[src/rtl/pixel_pkg.sv]
// Shared types for the pixel packer: FSM state, FIFO entry layout, header gap.
package pixel_pkg;

    typedef enum logic [1:0] {
        PK_IDLE,
        PK_RUN,
        PK_FLUSH_PEND,
        PK_FLUSH_HALF
    } pk_state_e;

    localparam int PIXEL_W          = 16;
    localparam int PIXEL_HEADER_GAP = 4;

    typedef struct packed {
        logic                 sol;
        logic                 eol;
        logic [2*PIXEL_W-1:0] data;
    } entry_t;

endpackage

[src/rtl/pixel_packer_fifo.sv]
// Synchronous FIFO with registered storage; head is read from the register array.
module sync_fifo #(
    parameter int dataWidth = 34,
    parameter int depth     = 8
) (
    input  logic                     CLK,
    input  logic                     nRST,
    input  logic                     PUSH,
    input  logic [dataWidth-1:0]     PUSH_DATA,
    input  logic                     POP,
    output logic [dataWidth-1:0]     POP_DATA,
    output logic                     FULL,
    output logic                     EMPTY,
    output logic [$clog2(depth):0]   COUNT
);

    localparam int AW = $clog2(depth);
    localparam logic [AW:0] FULL_CNT = (AW+1)'(depth);

    logic [dataWidth-1:0] mem [depth];
    logic [AW-1:0]        wr_ptr;
    logic [AW-1:0]        rd_ptr;
    logic                 do_push;
    logic                 do_pop;

    assign EMPTY    = (COUNT == '0);
    assign FULL     = (COUNT == FULL_CNT);
    assign do_pop   = POP && !EMPTY;
    // A full FIFO still takes a push when the head leaves in the same cycle
    assign do_push  = PUSH && (!FULL || do_pop);
    assign POP_DATA = mem[rd_ptr];

    always_ff @(posedge CLK or negedge nRST) begin
        if (!nRST) begin
            wr_ptr <= '0;
            rd_ptr <= '0;
            COUNT  <= '0;
            for (int i = 0; i < depth; i++) begin
                mem[i] <= '0;
            end
        end else begin
            if (do_push) begin
                mem[wr_ptr] <= PUSH_DATA;
                wr_ptr      <= wr_ptr + 1'b1;
            end
            if (do_pop) begin
                rd_ptr <= rd_ptr + 1'b1;
            end
            unique case ({do_push, do_pop})
                2'b10:   COUNT <= COUNT + 1'b1;
                2'b01:   COUNT <= COUNT - 1'b1;
                default: COUNT <= COUNT;
            endcase
        end
    end

endmodule

[src/rtl/pixel_packer.sv]
// Packs pixel pairs into tagged words and queues them for the line store.
// Build option PIXEL_PACKER_LINE_CNT_EN adds a popped-line counter output.
module pixel_packer
    import pixel_pkg::*;
#(
    parameter int pixelWidth = 16,
    parameter int fifoDepth  = 8
) (
    input  logic                    CLK,
    input  logic                    nRST,
    input  logic                    PIXEL_VALID,
    input  logic [pixelWidth-1:0]   PIXEL_DATA,
    output logic                    OUT_VALID,
    input  logic                    OUT_READY,
    output logic [2*pixelWidth-1:0] OUT_DATA,
    output logic                    OUT_SOL,
    output logic                    OUT_EOL,
    output logic                    OVERFLOW,
`ifdef PIXEL_PACKER_LINE_CNT_EN
    output logic                    SEQ_ERR,
    output logic [15:0]             LINE_COUNT
`else
    output logic                    SEQ_ERR
`endif
);

    localparam int DW = 2*pixelWidth;
    localparam int CW = $clog2(fifoDepth)+1;

    typedef struct packed {
        logic          sol;
        logic          eol;
        logic [DW-1:0] data;
    } word_t;

    pk_state_e state, state_nx;

    logic [pixelWidth-1:0] lo;
    logic                  lo_valid;
    logic [DW-1:0]         pend;
    logic                  pend_valid;
    logic                  pend_sol;
    logic                  first;

    logic    push, pop, full, empty, refused;
    word_t   push_word, head;
    logic [CW-1:0] count;

    sync_fifo #(
        .dataWidth ($bits(word_t)),
        .depth     (fifoDepth)
    ) u_fifo (
        .CLK       (CLK),
        .nRST      (nRST),
        .PUSH      (push),
        .PUSH_DATA (push_word),
        .POP       (pop),
        .POP_DATA  (head),
        .FULL      (full),
        .EMPTY     (empty),
        .COUNT     (count)
    );

    assign OUT_VALID = (count != '0);
    assign OUT_DATA  = head.data;
    assign OUT_SOL   = head.sol;
    assign OUT_EOL   = head.eol;
    assign pop       = OUT_READY && !empty;
    assign refused   = push && full && !pop;

    always_ff @(posedge CLK or negedge nRST) begin
        if (!nRST) state <= PK_IDLE;
        else       state <= state_nx;
    end

    always_comb begin
        state_nx = state;
        unique case (state)
            PK_IDLE: if (PIXEL_VALID) state_nx = PK_RUN;
            PK_RUN: begin
                if (!PIXEL_VALID) begin
                    if (!lo_valid)                 state_nx = PK_IDLE;
                    else if (pend_valid && refused) state_nx = PK_FLUSH_PEND;
                    else                           state_nx = PK_FLUSH_HALF;
                end
            end
            PK_FLUSH_PEND: state_nx = PK_IDLE;
            PK_FLUSH_HALF: state_nx = PK_IDLE;
            default:       state_nx = PK_IDLE;
        endcase
    end

    // A completed pair is pushed once the next pixel or the line end decides its EOL
    always_comb begin
        push      = 1'b0;
        push_word = '0;
        unique case (state)
            PK_RUN: begin
                if (pend_valid) begin
                    push           = 1'b1;
                    push_word.sol  = pend_sol;
                    push_word.eol  = !PIXEL_VALID && !lo_valid;
                    push_word.data = pend;
                end
            end
            PK_FLUSH_PEND, PK_FLUSH_HALF: begin
                push           = 1'b1;
                push_word.sol  = first;
                push_word.eol  = 1'b1;
                push_word.data = {{pixelWidth{1'b0}}, lo};
            end
            default: ;
        endcase
    end

    always_ff @(posedge CLK or negedge nRST) begin
        if (!nRST) begin
            lo         <= '0;
            lo_valid   <= 1'b0;
            pend       <= '0;
            pend_valid <= 1'b0;
            pend_sol   <= 1'b0;
            first      <= 1'b0;
            OVERFLOW   <= 1'b0;
            SEQ_ERR    <= 1'b0;
        end else begin
            if (refused) OVERFLOW <= 1'b1;
            unique case (state)
                PK_IDLE: begin
                    if (PIXEL_VALID) begin
                        lo         <= PIXEL_DATA;
                        lo_valid   <= 1'b1;
                        first      <= 1'b1;
                        pend_valid <= 1'b0;
                    end
                end
                PK_RUN: begin
                    if (PIXEL_VALID && !lo_valid) begin
                        lo         <= PIXEL_DATA;
                        lo_valid   <= 1'b1;
                        pend_valid <= 1'b0;
                    end else if (PIXEL_VALID) begin
                        pend       <= {PIXEL_DATA, lo};
                        pend_valid <= 1'b1;
                        pend_sol   <= first;
                        first      <= 1'b0;
                        lo_valid   <= 1'b0;
                    end else begin
                        pend_valid <= 1'b0;
                    end
                end
                default: begin
                    lo_valid   <= 1'b0;
                    pend_valid <= 1'b0;
                    if (PIXEL_VALID) SEQ_ERR <= 1'b1;
                end
            endcase
        end
    end

`ifdef PIXEL_PACKER_LINE_CNT_EN
    always_ff @(posedge CLK or negedge nRST) begin
        if (!nRST)                   LINE_COUNT <= '0;
        else if (pop && head.eol)    LINE_COUNT <= LINE_COUNT + 1'b1;
    end
`endif

endmodule

[config.mk]
export PLATFORM = sky130hd
export DESIGN_NAME = pixel_packer
export DESIGN_NICKNAME = d
export VERILOG_FILES = /design/src/rtl/pixel_pkg.sv /design/src/rtl/pixel_packer_fifo.sv /design/src/rtl/pixel_packer.sv
export SDC_FILE = /design/constraint.sdc
export NUM_CORES = 1
export LEC_CHECK = 0
export BUFFER_PORTS_ARGS = -buffer_cell sky130_fd_sc_hd__buf_2
export CAP_MARGIN = 15
export CORE_MARGIN = 3
export CORE_UTILIZATION = 51
export DETAILED_ROUTE_END_ITERATION = 8
export GPL_ROUTABILITY_DRIVEN = 0
export PLACE_DENSITY = 0.67
export SYNTH_ARGS = -nofsm -noshare
export SYNTH_HDL_FRONTEND = slang
export SYNTH_HIERARCHICAL = 1
export SYNTH_SLANG_ARGS = --single-unit
[constraint.sdc]
create_clock -name CLK -period 3.4 [get_ports CLK]
set_clock_uncertainty 0.2 [all_clocks]
set_input_delay 0 -clock CLK [delete_from_list [all_inputs] [get_ports CLK]]
set_output_delay 0 -clock CLK [all_outputs]
set_load 0.02 [all_outputs]
==> impl_summary.txt, run 1 <==
----------------------------------------------------
[Routing]
  Post-DR wirelength/cell ... 22.70 µm
  Iteration-0 DRC count of the detailed router ... 419
  Total via count in the routed design ... 8,319
  Via density per instance ... 5.773
  DRT antenna net count ... 0
  Count of unresolved DRC violations after routing ... 0
  TritonRoute pass-1 iters ... 4
  Final routed wirelength across all metal layers ... 32.71 mm

[Clock tree]
  Clk sinks ... 338
  Clock latency on the worst-skew pair ... 520 ps
  Max Root-Sink Buffers ... 3
  H-tree levels ... 2
  Total CTS buffers ... 37
  CTS tree ... yes
  Clock-pin slew reported for the worst setup and hold paths after clock tree synthesis ... 60 ps
  Post-CTS setup buffers ... 0
  Library cell used as clock root buffer ... clkbuf_16

[GRT]
  Largest net degree at the start of global routing ... 86
  Wire length of the first global-routing pass ... 52.97 mm
  Aggregate global-route resource usage ... 0.2052
  Final global-route overflow total ... 0
  Number of global-route vias before repair ... 8,981
  Antenna violations before repair ... 0

[Logic synthesis]
  Unique masters post-synth ... 52
  Number of cells produced by synthesis ... 940
  Yosys warning total ... 6
  #FFs+latches synth ... 338
  Leading post-synthesis cells by instance count ... 338 x dfrtp_1, 271 x mux2_2, 68 x mux4_2
  Total nets after synthesis ... 966
  Dominant register cell in the synthesized netlist ... dfrtp_1
  Most common cell in the synthesized netlist ... dfrtp_1
  Portion of synthesized cell area occupied by the leading cell type ... 0.5406
  Number of flops mapped to enable cells by yosys ... 0
  Syn_area_per_cell ... 16.64 µm²
  Post-synthesis cell area ... 15,650 µm²
  Largest cells by area after synthesis ... dfrtp_1 54%, mux2_2 20%, mux4_2 9.8%
  Post-synthesis async set-or-reset flop share ... 1.000
  Sequential share of the synthesized area ... 0.5406
  Top cell type by total area after synthesis ... dfrtp_1

[Worst setup path]
  Register-to-register setup slack ... 230 ps
  Max Fanout on Critical Path ... 9
  Critical path arrival ... 3350 ps
  Critical path endpoint category ... flop
  Critical path class ... flop to flop
  Cells on worst reg2reg path ... 9
  CP Depth ... 9
  Worst setup SP type ... flop
  End point of the critical path ... u_fifo/COUNT[3]
  Number of buffer and inverter instances along the worst setup path ... 1
  Delay of the slowest critical-path stage ... 640 ps
  Slowest cell on the critical path ... or4b_2
  Worst Setup SP ... u_fifo/COUNT[3]
  Reg-to-Reg Start ... u_fifo/COUNT[3]
  Reg-to-Reg End ... u_fifo/COUNT[3]
  Top cell family by delay on the critical path ... simple AND/OR/NAND/NOR gates
  Critical Path RT ... 3590 ps
  Critical Path, Cell by Cell ... nor4_1, nand2b_1, inv_1, o21ai_1, ha_2, ha_1, or4b_2, o311ai_0, o211ai_1

[Floorplanning]
  Die area ... 32,820 µm²
  Placeable core area ... 29,950 µm²
  Horizontal extent of the die ... 181.2 µm
  Effective utilization at floorplan ... 0.5223
  I/O pin cnt ... 57
  Floorplan row count ... 63
  Height of the die ... 181.2 µm

[Power and ir drop]
  Standby leakage power ... 8.764 nW
  Peak supply drop ... 628.4 µV
  Ratio of total power to cell area ... 890.6 nW/µm²

[STA]
  Transition time at the pin with the least slew margin ... 785.8 ps
  Setup repair after global routing missed its margin ... no
  Highest clock rate ... 315.7 MHz
  Final-layout setup total negative slack ... 0 ps
  Hold Violations, Final ... 0
  Worst rel slew slack ... 0.4750
  Final period util ... 0.9317
  Fin. max-slew vios ... 0
  Number of setup violations in the final report ... 0
  Final Hold Slack ... 65.98 ps
  Minimum clock period after layout ... 3168 ps

[Status]
  Run status ... completed

[Finish]
  Area growth syn-to-layout ... 13.68%
  Final net count ... 1,050
  Fraction of final layout cells with drive strength greater than 1 ... 0.5385
  Antenna diode instance count ... 0

[Run]
  # Max-Cap Violations ... 0

[Min path]
  Worst min path class ... input pin to flop
  Hold depth ... 3

[Placement]
  Number of buffer cells added on primary ports ... 56
  Detailed Place HPWL ... 19.70 mm

----------------------------------------------------
[worst min-delay path, cell delays in order]
cell,delay (ps)
dlygate4sd3_1,520
buf_2,110
mux2_4,130
[where the power goes]
part / internal, mW / total (mW) / switching (mW)
registers: 5.45 / 6.53 / 1.08
clock network: 2.43 / 3.98 / 1.55
logic: 2.98 / 5.33 / 2.35
[how the worst min path moves through the flow]
stage	from	endpoint	slack, ps
2_1_floorplan	nRST	OVERFLOW	-500
3_3_place_gp	nRST	u_fifo/mem[269]	-180
3_5_place_dp	nRST	u_fifo/mem[229]	-180
4_1_cts	PIXEL_DATA[0]	pend[16]	50
5_1_grt	PIXEL_DATA[4]	pend[20]	60
6_report	PIXEL_DATA[4]	pend[20]	70
[cell families (layout without fill, tap and decap cells)]
| logic type | count (synthesis) | count (layout) | synth area share |
|---|---|---|---|
| compound gates | 42 | 42 | 0.02831 |
| xor+xnor | 6 | 6 | 0.003359 |
| fa+ha+maj | 6 | 6 | 0.005278 |
| buf+inv | 72 | 183 | 0.03199 |
| flops | 338 | 338 | 0.5406 |
| mux | 426 | 426 | 0.3699 |
| simple gates | 50 | 50 | 0.02063 |
[cells in the final DEF, fill, tap and decap left out, types with 2 or more instances in the layout]
cell type / synthesis / layout
a21oi_1: 5 / 5
dfrtp_1: 338 / 335
dfrtp_4: 0 / 2
nor2_1: 4 / 4
buf_4: 6 / 21
nand3_1: 2 / 2
mux2_4: 60 / 60
a22o_1: 18 / 18
clkbuf_1: 20 / 13
inv_1: 9 / 9
buf_12: 0 / 10
clkbuf_8: 0 / 8
o211ai_4: 3 / 3
buf_2: 9 / 55
nand2_1: 8 / 8
mux4_2: 68 / 68
clkinv_2: 0 / 2
o211ai_1: 2 / 2
dlygate4sd3_1: 0 / 20
nor3b_1: 3 / 3
mux2_2: 271 / 271
o2111ai_4: 3 / 4
xnor2_1: 5 / 5
and3_2: 8 / 8
ha_1: 5 / 4
bufinv_16: 0 / 2
nor2b_1: 4 / 4
mux2_1: 26 / 26
clkbuf_16: 0 / 39
and3_1: 9 / 9
[metrics by stage]
| step | area, µm² | power, mW | util | cells | worst slack, ps |
|---|---|---|---|---|---|
| 3_5_place_dp | 16340 | 11.96 | 0.5454 | 1354 | 163.3 |
| 2_1_floorplan | 15650 | 10.45 | - | 940 | 232.5 |
| 5_1_grt | 17790 | 16.78 | 0.5938 | 1441 | 65.95 |
| 3_3_place_gp | 16340 | 11.82 | 0.5454 | 1354 | 286.2 |
| 6_report | 17790 | 15.84 | 0.5938 | 1441 | 232.2 |
| 4_1_cts | 17780 | 16.03 | 0.5937 | 1441 | 131.2 |
[layout make-up]
type / instances / area (µm²)
multi-input combinational: 530 / 6701
fill: 2368 / 12170
clock inverter: 6 / 86.33
tap: 390 / 488.0
sequential: 338 / 8467
inverter: 9 / 33.78
clock buffer: 60 / 1135
timing repair buffer: 108 / 875.8
[state kept, by name, indices dropped and copies added, names as in the netlist]
register,count
first,1
u_fifo/rd_ptr,3
OVERFLOW,1
pend,32
state,2
u_fifo/mem,272
lo,16
u_fifo/wr_ptr,3
pend_valid,1
lo_valid,1
u_fifo/COUNT,4
SEQ_ERR,1
pend_sol,1
[metal layers]
metal	global-route usage	share of wire	wire length, µm	vias to the layer above
li1	-	-	-	3704
met1	0.3029	0.46	15190	4458
met2	0.3313	0.48	15740	126
met3	0.03000	0.042	1362	31
met4	0.03748	0.013	410	0
met5	0	0	0	-
[what timing repair did]
item                                   4_1_cts  5_1_grt
setup endpoints to repair                    0        1
hold buffers                                21        0
gates resized for setup                      0        1
endpoints found under the hold margin      382        0
No activity file was read; power rests on OpenSTA's default activity.
==> run 2, diff against run 1 <==
- CTS_BUF_LIST: default -> sky130_fd_sc_hd__clkbuf_8 sky130_fd_sc_hd__clkbuf_16
==> run 2 against run 1 <==
Compared with the run above: power decreased by 0.20%; clock-buffer cell count decreased by 13; via count increased by 0.17%; critical path depth unchanged; register-to-register slack about the same; non-clock buffer count unchanged; utilization unchanged; cell area unchanged; routed wire length about the same; worst setup slack got worse by 6.3 ps; first-iteration DRC count decreased by 3.3%; combinational power about the same; critical path type unchanged; largest power group unchanged; highest routed layer unchanged.
==> impl_summary.txt, run 2 (synthesized netlist as in run 1, its figures left out) <==
----------------------------------------------------
[Finish]
  Register ranked first by flip-flop count ... u_fifo/mem
  Antenna diode instance count ... 0
  Cell Count, Final, Fillers Out ... 1,441
  Registers with the most flip-flops ... u_fifo/mem: 272 flops, pend: 32 flops, lo: 16 flops
  Number of flip-flops in the largest register ... 272
  Most common library cell in the layout ignoring fill and taps ... dfrtp_1
  Fraction of final layout cells with drive strength greater than 1 ... 0.5385
  Area growth syn-to-layout ... 13.68%
  Leading cell types in the layout, fill and taps excluded ... 335 x dfrtp_1, 271 x mux2_2, 68 x mux4_2
  Final net count ... 1,050

[Worst setup path]
  Reg-to-Reg Start ... u_fifo/COUNT[3]
  Reg-to-Reg End ... u_fifo/COUNT[3]
  Slowest cell on the critical path ... or4b_2
  Critical path endpoint category ... flop
  CP Depth ... 9
  Critical path class ... flop to flop
  Critical Path, Cell by Cell ... nor4_1, nand2b_1, inv_1, o21ai_1, ha_2, ha_1, or4b_2, o311ai_0, o211ai_1
  Critical Path RT ... 3590 ps
  Worst setup SP type ... flop
  Register-to-register setup slack ... 230 ps
  Cells on worst reg2reg path ... 9
  Top cell family by delay on the critical path ... simple AND/OR/NAND/NOR gates
  Critical path arrival ... 3360 ps
  Delay of the slowest critical-path stage ... 640 ps
  Number of buffer and inverter instances along the worst setup path ... 1
  Max Fanout on Critical Path ... 9

[Min path]
  Min-delay src ... PIXEL_DATA[4]
  Worst min path class ... input pin to flop
  Hold depth ... 3
  Hold Crit Endpoint ... pend[20]

[Clock tree]
  Clock-pin slew reported for the worst setup and hold paths after clock tree synthesis ... 60 ps
  CTS tree ... yes
  Clk sinks ... 338
  Max Root-Sink Buffers ... 3
  Total CTS buffers ... 37
  Library cell used as clock root buffer ... clkbuf_16
  Post-CTS setup buffers ... 0
  Clock latency on the worst-skew pair ... 520 ps
  H-tree levels ... 2

[Placement]
  Placed cells ... 1,354
  Number of buffer cells added on primary ports ... 56
  Detailed Place HPWL ... 19.70 mm

[Power and ir drop]
  Standby leakage power ... 8.817 nW
  Ratio of total power to cell area ... 888.8 nW/µm²
  Peak supply drop ... 628.9 µV

[STA]
  Number of setup violations in the final report ... 0
  Final period util ... 0.9336
  Highest clock rate ... 315.1 MHz
  Hold Violations, Final ... 0
  Setup repair after global routing missed its margin ... no
  Transition time at the pin with the least slew margin ... 788.7 ps
  Fin. max-slew vios ... 0
  Final Hold Slack ... 65.24 ps
  Minimum clock period after layout ... 3174 ps
  Worst rel slew slack ... 0.4731
  Final-layout setup total negative slack ... 0 ps

[GRT]
  Antenna violations before repair ... 0
  Number of global-route vias before repair ... 8,981
  Largest net degree at the start of global routing ... 86
  Final global-route overflow total ... 0
  Wire length of the first global-routing pass ... 52.97 mm
  Aggregate global-route resource usage ... 0.2052

[Routing]
  Via density per instance ... 5.783
  TritonRoute pass-1 iters ... 4
  Total via count in the routed design ... 8,333
  Count of unresolved DRC violations after routing ... 0
  DRT antenna net count ... 0
  Post-DR wirelength/cell ... 22.72 µm
  Final routed wirelength across all metal layers ... 32.73 mm
  Iteration-0 DRC count of the detailed router ... 405

[Floorplanning]
  Placeable core area ... 29,950 µm²
  Height of the die ... 181.2 µm
  Die area ... 32,820 µm²
  Horizontal extent of the die ... 181.2 µm
  Effective utilization at floorplan ... 0.5223
  I/O pin cnt ... 57
  Floorplan row count ... 63

[Status]
  Run status ... completed

[Run]
  # Max-Cap Violations ... 0

----------------------------------------------------
[run 2: changes by cell type in the layout (fill, tap and decap cells not counted), sizes merged]
cell / before / now
clkbuf: 60 / 47
inv: 10 / 23
[run 2: through the flow]
step,total power [mW],cell area [µm²],utilization,setup WS (ps)
floorplan,10.45,15650,-,232.5
global placement,11.82,16340,0.5454,286.2
detailed placement,11.96,16340,0.5454,163.3
CTS,16.00,17780,0.5937,131.2
global route,16.74,17790,0.5938,65.95
finish,15.81,17790,0.5938,225.9
[run 2: where the power goes]
group          switching, mW  total [mW]  internal [mW]
Clock                   1.55        3.94           2.39
Combinational           2.35        5.33           2.98
Sequential              1.09        6.54           5.45
[run 2: area by class of cell]
class	instances	area [µm²]
clock buffer	47	1086
fill	2368	12170
inverter	9	33.78
timing repair buffer	108	875.8
tap	390	488.0
multi-input combinational	530	6701
clock inverter	19	135.1
sequential	338	8467
[run 2: metal layers]
metal | track usage | part of all wire | up-vias
li1 | - | - | 3706
met1 | 0.3029 | 0.47 | 4466
met2 | 0.3313 | 0.48 | 128
met3 | 0.03000 | 0.036 | 33
met4 | 0.03748 | 0.013 | 0
met5 | 0 | 0 | -
[run 2: what timing repair did]
| action | 4_1_cts | 5_1_grt |
|---|---|---|
| setup endpoints to repair | 0 | 1 |
| hold buffers | 21 | 0 |
| resized for setup | 0 | 1 |
| hold endpoints to repair | 382 | 0 |
[run 2: worst reg2reg max path, stage by stage, from the launching register on]
cell	delay [ps]
dfrtp_1	440
nor4_1	310
nand2b_1	200
inv_1	90
o21ai_1	300
ha_2	330
ha_1	310
or4b_2	640
o311ai_0	120
o211ai_1	120
[run 2: worst max path at each step]
stage                     from              end
2_1_floorplan  u_fifo/COUNT[0]  u_fifo/COUNT[3]
3_3_place_gp   u_fifo/COUNT[2]  u_fifo/COUNT[3]
3_5_place_dp   u_fifo/COUNT[2]  u_fifo/COUNT[3]
4_1_cts        u_fifo/COUNT[3]  u_fifo/COUNT[3]
5_1_grt        u_fifo/COUNT[2]  u_fifo/COUNT[3]
6_report       u_fifo/COUNT[3]  u_fifo/COUNT[3]
